<file path="src/rtl/alu_pkg.sv">
// Shared constants for the sequential ALU: opcode encoding, FSM state
// encoding and the opcode width.
package alu_pkg;

  localparam int unsigned OP_W = 4;
  localparam int unsigned ST_W = 2;

  // Opcode encoding; values above OP_MUL are undefined and reported as illegal.
  localparam logic [OP_W-1:0] OP_ADD  = 4'd0;
  localparam logic [OP_W-1:0] OP_SUB  = 4'd1;
  localparam logic [OP_W-1:0] OP_AND  = 4'd2;
  localparam logic [OP_W-1:0] OP_OR   = 4'd3;
  localparam logic [OP_W-1:0] OP_XOR  = 4'd4;
  localparam logic [OP_W-1:0] OP_SLL  = 4'd5;
  localparam logic [OP_W-1:0] OP_SRL  = 4'd6;
  localparam logic [OP_W-1:0] OP_SRA  = 4'd7;
  localparam logic [OP_W-1:0] OP_SLT  = 4'd8;
  localparam logic [OP_W-1:0] OP_SLTU = 4'd9;
  localparam logic [OP_W-1:0] OP_MUL  = 4'd10;

  // FSM state encoding.
  localparam logic [ST_W-1:0] ST_IDLE = 2'd0;
  localparam logic [ST_W-1:0] ST_MULT = 2'd1;
  localparam logic [ST_W-1:0] ST_DONE = 2'd2;

endpackage

</file>
<file path="src/rtl/alu_mul_iter.sv">
// WIDTH-iteration unsigned shift-add multiplier.
// Ports:
//   clk, rst        : clock, synchronous active-high reset
//   i_start         : load operands and begin (ignored bits of state are reloaded)
//   i_a, i_b        : unsigned multiplicand / multiplier
//   o_busy          : iterations in progress
//   o_done_c        : current edge performs the final iteration (combinational)
//   o_product_c     : accumulator value after the current edge's iteration (combinational)
module alu_mul_iter #(
  parameter int unsigned WIDTH = 16
) (
  input  logic                 clk,
  input  logic                 rst,
  input  logic                 i_start,
  input  logic [WIDTH-1:0]     i_a,
  input  logic [WIDTH-1:0]     i_b,
  output logic                 o_busy,
  output logic                 o_done_c,
  output logic [2*WIDTH-1:0]   o_product_c
);

  localparam int unsigned SHW = $clog2(WIDTH);
  localparam int unsigned PW  = 2 * WIDTH;

  logic [PW-1:0]    r_mcand;
  logic [PW-1:0]    r_acc;
  logic [WIDTH-1:0] r_mplier;
  logic [SHW-1:0]   r_cnt;
  logic             r_busy;
  logic [PW-1:0]    w_acc_nxt;
  logic             w_last;

  // One partial product per iteration, selected by the multiplier LSB.
  assign w_acc_nxt = r_acc + (r_mplier[0] ? r_mcand : '0);
  assign w_last    = r_busy && (r_cnt == SHW'(WIDTH - 1));

  // Iteration state.
  always_ff @(posedge clk) begin
    if (rst) begin
      r_mcand  <= '0;
      r_acc    <= '0;
      r_mplier <= '0;
      r_cnt    <= '0;
      r_busy   <= 1'b0;
    end else if (i_start) begin
      r_mcand  <= {{WIDTH{1'b0}}, i_a};
      r_acc    <= '0;
      r_mplier <= i_b;
      r_cnt    <= '0;
      r_busy   <= 1'b1;
    end else if (r_busy) begin
      r_acc    <= w_acc_nxt;
      r_mcand  <= r_mcand << 1;
      r_mplier <= r_mplier >> 1;
      r_cnt    <= r_cnt + SHW'(1);
      if (w_last) begin
        r_busy <= 1'b0;
      end
    end
  end

  assign o_busy      = r_busy;
  assign o_done_c    = w_last;
  assign o_product_c = w_acc_nxt;

endmodule

</file>
<file path="src/rtl/alu_seq.sv">
// Handshaked sequential ALU: single-cycle ops complete in one cycle, MUL
// uses the iterative multiplier. One operation in flight at a time.
// Ports:
//   clk, rst            : clock, synchronous active-high reset
//   in_valid / in_ready : operation handshake (a, b, op captured on acceptance)
//   a, b, op            : operands and opcode; shift amount is b[SHW-1:0]
//   out_valid/out_ready : result handshake
//   result, zero, negative, carry, overflow, illegal : registered result and flags
module alu_seq
  import alu_pkg::*;
#(
  parameter  int unsigned WIDTH = 16,
  localparam int unsigned SHW   = $clog2(WIDTH)
) (
  input  logic             clk,
  input  logic             rst,
  input  logic             in_valid,
  output logic             in_ready,
  input  logic [WIDTH-1:0] a,
  input  logic [WIDTH-1:0] b,
  input  logic [OP_W-1:0]  op,
  output logic             out_valid,
  input  logic             out_ready,
  output logic [WIDTH-1:0] result,
  output logic             zero,
  output logic             negative,
  output logic             carry,
  output logic             overflow,
  output logic             illegal
);

  logic [ST_W-1:0]    r_state;
  logic [ST_W-1:0]    w_state_nxt;
  logic               r_in_ready;
  logic               r_out_valid;
  logic [WIDTH-1:0]   r_result;
  logic               r_zero;
  logic               r_negative;
  logic               r_carry;
  logic               r_overflow;
  logic               r_illegal;

  logic               w_accept;
  logic               w_load_alu;
  logic               w_load_mul;
  logic               w_mul_start;
  logic               w_mul_busy;
  logic               w_mul_done_c;
  logic [2*WIDTH-1:0] w_mul_prod_c;

  logic [WIDTH:0]     w_sum;
  logic [WIDTH-1:0]   w_diff;
  logic [SHW-1:0]     w_shamt;
  logic signed [WIDTH-1:0] w_sra;
  logic               w_slt;
  logic               w_sltu;
  logic [WIDTH-1:0]   w_alu_res;
  logic               w_alu_carry;
  logic               w_alu_ovf;
  logic               w_alu_ill;

  assign w_accept = in_valid && r_in_ready;

  alu_mul_iter #(.WIDTH(WIDTH)) u_mul (
    .clk         (clk),
    .rst         (rst),
    .i_start     (w_mul_start),
    .i_a         (a),
    .i_b         (b),
    .o_busy      (w_mul_busy),
    .o_done_c    (w_mul_done_c),
    .o_product_c (w_mul_prod_c)
  );

  // State register.
  always_ff @(posedge clk) begin
    if (rst) begin
      r_state <= ST_IDLE;
    end else begin
      r_state <= w_state_nxt;
    end
  end

  // Next state and load strobes.
  always_comb begin
    w_state_nxt = r_state;
    w_load_alu  = 1'b0;
    w_load_mul  = 1'b0;
    w_mul_start = 1'b0;
    case (r_state)
      ST_IDLE: begin
        if (w_accept) begin
          if (op == OP_MUL) begin
            w_state_nxt = ST_MULT;
            w_mul_start = 1'b1;
          end else begin
            w_state_nxt = ST_DONE;
            w_load_alu  = 1'b1;
          end
        end
      end
      ST_MULT: begin
        if (w_mul_done_c) begin
          w_state_nxt = ST_DONE;
          w_load_mul  = 1'b1;
        end else if (!w_mul_busy) begin
          // Multiplier lost its operation; recover rather than hang.
          w_state_nxt = ST_IDLE;
        end
      end
      ST_DONE: begin
        if (out_ready) begin
          w_state_nxt = ST_IDLE;
        end
      end
      default: w_state_nxt = ST_IDLE;
    endcase
  end

  assign w_sum   = {1'b0, a} + {1'b0, b};
  assign w_diff  = a - b;
  assign w_shamt = b[SHW-1:0];
  assign w_sra   = $signed(a) >>> w_shamt;
  assign w_slt   = $signed(a) < $signed(b);
  assign w_sltu  = a < b;

  // Single-cycle datapath.
  always_comb begin
    w_alu_res   = '0;
    w_alu_carry = 1'b0;
    w_alu_ovf   = 1'b0;
    w_alu_ill   = 1'b0;
    case (op)
      OP_ADD: begin
        w_alu_res   = w_sum[WIDTH-1:0];
        w_alu_carry = w_sum[WIDTH];
        w_alu_ovf   = (a[WIDTH-1] == b[WIDTH-1]) && (w_sum[WIDTH-1] != a[WIDTH-1]);
      end
      OP_SUB: begin
        w_alu_res   = w_diff;
        w_alu_carry = w_sltu;
        w_alu_ovf   = (a[WIDTH-1] != b[WIDTH-1]) && (w_diff[WIDTH-1] != a[WIDTH-1]);
      end
      OP_AND:  w_alu_res = a & b;
      OP_OR:   w_alu_res = a | b;
      OP_XOR:  w_alu_res = a ^ b;
      OP_SLL:  w_alu_res = a << w_shamt;
      OP_SRL:  w_alu_res = a >> w_shamt;
      OP_SRA:  w_alu_res = w_sra;
      OP_SLT:  w_alu_res = WIDTH'(w_slt);
      OP_SLTU: w_alu_res = WIDTH'(w_sltu);
      default: w_alu_ill = 1'b1;
    endcase
  end

  // Handshake outputs follow the next state so they are valid from the first cycle.
  always_ff @(posedge clk) begin
    if (rst) begin
      r_in_ready  <= 1'b0;
      r_out_valid <= 1'b0;
    end else begin
      r_in_ready  <= (w_state_nxt == ST_IDLE);
      r_out_valid <= (w_state_nxt == ST_DONE);
    end
  end

  // Result and flags change only on entry to DONE.
  always_ff @(posedge clk) begin
    if (rst) begin
      r_result   <= '0;
      r_zero     <= 1'b0;
      r_negative <= 1'b0;
      r_carry    <= 1'b0;
      r_overflow <= 1'b0;
      r_illegal  <= 1'b0;
    end else if (w_load_alu) begin
      r_result   <= w_alu_res;
      r_zero     <= (w_alu_res == '0);
      r_negative <= w_alu_res[WIDTH-1];
      r_carry    <= w_alu_carry;
      r_overflow <= w_alu_ovf;
      r_illegal  <= w_alu_ill;
    end else if (w_load_mul) begin
      r_result   <= w_mul_prod_c[WIDTH-1:0];
      r_zero     <= (w_mul_prod_c[WIDTH-1:0] == '0);
      r_negative <= w_mul_prod_c[WIDTH-1];
      r_carry    <= |w_mul_prod_c[2*WIDTH-1:WIDTH];
      r_overflow <= 1'b0;
      r_illegal  <= 1'b0;
    end
  end

  assign in_ready  = r_in_ready;
  assign out_valid = r_out_valid;
  assign result    = r_result;
  assign zero      = r_zero;
  assign negative  = r_negative;
  assign carry     = r_carry;
  assign overflow  = r_overflow;
  assign illegal   = r_illegal;

endmodule

</file>
<file path="config.mk">
export PLATFORM = sky130hd
export DESIGN_NAME = alu_seq
export DESIGN_NICKNAME = d
export VERILOG_FILES = /design/src/rtl/alu_pkg.sv /design/src/rtl/alu_mul_iter.sv /design/src/rtl/alu_seq.sv
export SDC_FILE = /design/constraint.sdc
export NUM_CORES = 1
export LEC_CHECK = 0
export CORE_ASPECT_RATIO = 0.75
export CORE_MARGIN = 4
export CORE_UTILIZATION = 50
export CTS_CLUSTER_DIAMETER = 30
export DETAILED_ROUTE_END_ITERATION = 10
export PLACE_DENSITY = 0.69
export SETUP_SLACK_MARGIN = 0.5
export SYNTH_ARGS = -nofsm -noshare
export SYNTH_HDL_FRONTEND = slang
export SYNTH_SLANG_ARGS = --single-unit
</file>
<file path="constraint.sdc">
create_clock -name clk -period 12.1 [get_ports clk]
set_input_delay 2.42 -clock clk [delete_from_list [all_inputs] [get_ports clk]]
set_output_delay 2.42 -clock clk [all_outputs]
set_load 0.01 [all_outputs]
</file>
==> run summary <==
Clock-pin slew was measured on the worst setup and hold paths at about 0.08 ns. The number of flops mapped to enable cells by yosys came out at 0. The global-route usage over all layers came out at 0.281. The net count after synthesis came out at 1386.

The cell-internal power is 617 µW. Setup violations remaining at the end of the flow were counted as 0. The count of clock tree sinks came out at between 100 and 150. The number of failing hold endpoints at the final stage came out at 0. Sorting the synthesized cells by area gives the leading types as sky130_fd_sc_hd__dfxtp_1 (22%), sky130_fd_sc_hd__ha_1 (10%), sky130_fd_sc_hd__mux2i_1 (8.7%), sky130_fd_sc_hd__nor2_1 (7.0%), sky130_fd_sc_hd__a211oi_1 (4.4%). Of the total power, the clock network draws 0.345.

The post-synthesis area per instance came out at between 7 and 8 µm². The leftover overflow at the end of global routing is 0. In this run, synthesis produced a sequential element count of between 100 and 150. The part of the power in registers came out at 0.406. The number of CTS-inserted buffers is 9.

The total power divided by cell area came out at 82.2 mW/mm². Grouping stages by cell kind, the critical path spends the most delay in compound AO/OA/AOI/OAI gates. The number of antenna violations at the first check in global routing came to 0. The HPWL reported at the end of detailed placement came out at around 24000 µm. Dividing the final minimum period by the clock period gives 0.558. Measured along the y axis, the die boundary spans 130 µm. The number of distinct standard cells referenced by the synthesized netlist is 81.

The largest net degree at the start of global routing is 68. The detailed-route vias per instance is between 6 and 7. The number of max-slew violations in the final report came out at 0. The detailed-route wire length per cell came out at about 21 µm. The post-CTS setup buffer count came out at 0. Traced cell by cell, the critical path runs through clkdlybuf4s50_1 -> buf_4 -> inv_1 -> ha_1 -> nand2b_1 -> a221oi_1 -> o2111ai_1 -> a2111oi_0 -> o41ai_1 -> nor3_1 -> xnor2_1 -> a2111oi_0 -> o21ai_0 -> and2_1. The flop-to-flop setup slack is around 7.3 ns.

The number of global-route vias before repair came out at 8618. The top-level I/O count came out at 63. The nature of the critical path endpoint is a flop. The worst clock skew came out at ~0.012 ns. Setup repair after global routing left no endpoint under its margin. Derived from the worst setup path, the maximum achievable clock frequency is 0.148 GHz. Counting flops with an async set or reset pin after synthesis yields a share of 0. The share of post-route cells with drive strength above 1 came out at 0.0623. The number of antenna diodes in the final layout is 0.

The first global-routing pass estimated 49800 µm of wire. The worst hold path passes through 2 cells. The hold path startpoint is overflow$_SDFFE_PP0P_. The switching power came out at 288 µW.

In this run the static leakage power is between 4 and 5 nW. The tightest slew margin relative to the limit came out at 0.329. The arrival time of data at the critical path endpoint is around 7 ns.

The dominant synthesized flop cell is sky130_fd_sc_hd__dfxtp_1. For the worst setup path, the data required time is about 12 ns. The run finished with clean final reports.

The number of warnings issued by yosys is 0. The final-stage net count came out at 1389. The worst stage delay on the critical path is 0.60 ns. The fraction of synthesized cell area taken by the top area cell type is 0.219. The clock latency reported for the late side of the worst-skew pair came out at roughly 0.36 ns.

The area of the die is 0.0223 mm². The clock tree buffer depth came out at 2. The number of remaining DRC errors came out at 0. The launching element of the worst setup path is b[2]. The die span in x is approximately 170 µm. The count of buffering cells on the critical path with inverters included is 3. Summed over all layers, the routed wires come to 31800 µm. The remaining number of nets flagged by the antenna check after routing came out at 0. The critical path is of the in2reg type.

The number of buffers inserted by hold repair at cts is 0. The summed negative setup slack over all endpoints came out at 0 ns. The worst setup path is launched from an input port. The synthesized area came out at 0.00996 mm². The largest fanout on the critical path came out at 33. The area added between synthesis and finish is 10.5%. The origin of the critical flop-to-flop path is u_mul.r_mplier[0]$_SDFFE_PP0P_. In this run, post-CTS repair resized a total of 0 instances. The starting density of the core came out at 0.512. For hold timing, the worst endpoint is overflow$_SDFFE_PP0P_. The post-synthesis instance total is between 1000 and 1500. The root buffer cell chosen for the clock tree is sky130_fd_sc_hd__clkbuf_16.

The H-tree was split into 3 levels. The cell with the most instances after synthesis is sky130_fd_sc_hd__nor2_1. The portion of the post-synthesis area used by sequential elements came out at 0.219. Across the VDD grid, the largest voltage drop is about 0.08 mV. The total of buffers placed on input and output ports is 62. On the critical path, the stage with the largest delay is an instance of sky130_fd_sc_hd__a2111oi_0. The switching share of power is 0.318. For the worst flop-to-flop path, the logic depth is 13. The area of the core is just under 0.02 mm². By count the netlist is led by sky130_fd_sc_hd__nor2_1 (187), sky130_fd_sc_hd__dfxtp_1 (109), sky130_fd_sc_hd__mux2i_1 (87), sky130_fd_sc_hd__ha_1 (83). sky130_fd_sc_hd__dfxtp_1 takes more of the synthesized area than any other cell.

The final estimated routing congestion in global placement is roughly 1. The post-layout minimum cycle time is 6.75 ns. The path class of the tightest hold or removal check is reg2reg. The end of the worst register-to-register path is carry$_SDFFE_PP0P_. The standard-cell row count is 44. Max-cap violations in this run came to 0. The via count of the routed design came out at approximately 9700. The final critical-path setup slack is between 5 and 6 ns. The length of the first detailed-routing pass in iterations is 6. TritonCTS built the clock tree. The transition time at the pin with the least slew margin came out at 0.999 ns.

Of the total power, combinational logic draws 0.249. The setup slack after placement came out at between 5 and 6 ns. The number of violations reported at the end of detailed-routing iteration 0 came out at approximately 1100. Counting stages on the worst path, the most repeated cell is sky130_fd_sc_hd__a2111oi_0.
power groups by stage:
| stage | Clock [mW] | Combinational [mW] | Sequential, mW |
|---|---|---|---|
| after floorplan | 0 | 0.141 | 0.376 |
| after global placement | 0 | 0.219 | 0.376 |
| after detailed placement | 0 | 0.219 | 0.376 |
| after CTS | 0.319 | 0.220 | 0.368 |
| after global routing | 0.336 | 0.243 | 0.368 |
| final | 0.312 | 0.225 | 0.368 |
layer usage:
metal	vias to the layer above	part of all wire	track usage	routed length, µm
met4	0	0.013	0.0438	418
met1	4635	0.49	0.446	15700
met3	40	0.10	0.0763	3320
li1	4620	-	-	-
met2	437	0.39	0.381	12300
met5	-	0	0	0
registers in the layout, summed over array words and instances (netlist names), 2 cells and up:
| register | flops |
|---|---|
| r_state | 2 |
| result | 16 |
| u_mul.r_acc | 32 |
| u_mul.r_cnt | 4 |
| u_mul.r_mplier | 16 |
| u_mul.r_mcand | 32 |
worst max-delay path by stage:
stage,depth (start not counted),endpoint
5_1_grt,14,result[14]$_SDFFE_PP0P_
3_3_place_gp,14,result[14]$_SDFFE_PP0P_
3_5_place_dp,14,result[14]$_SDFFE_PP0P_
4_1_cts,14,result[14]$_SDFFE_PP0P_
2_1_floorplan,15,result[14]$_SDFFE_PP0P_
6_report,14,result[14]$_SDFFE_PP0P_
worst register-to-register path, delay by kind of cell, from the launching register on:
| family | cells | cell delay [ns] |
|---|---|---|
| AOI/OAI and AO/OA | 4 | 1.24 |
| adders and majority gates | 1 | 0.45 |
| buffers and inverters | 1 | 0.33 |
| DFF | 1 | 0.43 |
| and+or+nand+nor | 7 | 2.29 |
layout make-up:
type / count / area (µm²)
Fill cell: 1920 / 8430
Multi-Input combinational cell: 1003 / 7220
Sequential cell: 109 / 2190
Timing Repair Buffer: 80 / 746
Tap cell: 253 / 317
Clock buffer: 10 / 229
Inverter: 60 / 225
Clock inverter: 6 / 77.6
cells in the final DEF, fill, tap and decap left out, types with 15 or more instances in the layout:
cell and instances:
sky130_fd_sc_hd__nor2_1 187, sky130_fd_sc_hd__dfxtp_1 108, sky130_fd_sc_hd__mux2i_1 87, sky130_fd_sc_hd__ha_1 83
sky130_fd_sc_hd__a21oi_1 69, sky130_fd_sc_hd__nand2_1 62, sky130_fd_sc_hd__clkdlybuf4s50_1 60, sky130_fd_sc_hd__inv_1 59
sky130_fd_sc_hd__a211oi_1 59, sky130_fd_sc_hd__o21ai_0 47, sky130_fd_sc_hd__and2_1 39, sky130_fd_sc_hd__nor3_1 34
sky130_fd_sc_hd__xnor2_1 33, sky130_fd_sc_hd__nand3_1 21, sky130_fd_sc_hd__o211ai_1 20, sky130_fd_sc_hd__buf_4 18
sky130_fd_sc_hd__a221oi_1 16, sky130_fd_sc_hd__mux4_2 16, sky130_fd_sc_hd__a31oi_1 15, sky130_fd_sc_hd__xor2_1 15
cell families (layout without fill, tap and decap cells):
logic type	Yosys count	in the layout	share of synthesized area
buf+inv	148	156	0.0568
compound gates	325	325	0.229
mux	113	113	0.135
xor+xnor	48	48	0.0422
simple gates	431	431	0.208
flops	109	109	0.219
fa+ha+maj	86	86	0.110
metrics by stage:
stage               cells   util  power [mW]  instance area, µm²  hold WS (ns)
finish               1521  0.566       0.905               11000         0.468
global route         1521  0.566       0.947               11000         0.512
CTS                  1521  0.566       0.907               11000         0.470
detailed placement   1505  0.550       0.595               10700         0.458
global placement     1505  0.550       0.595               10700         0.454
floorplan            1260      -       0.518                9960         0.454
No activity file was read; power rests on OpenSTA's default activity.
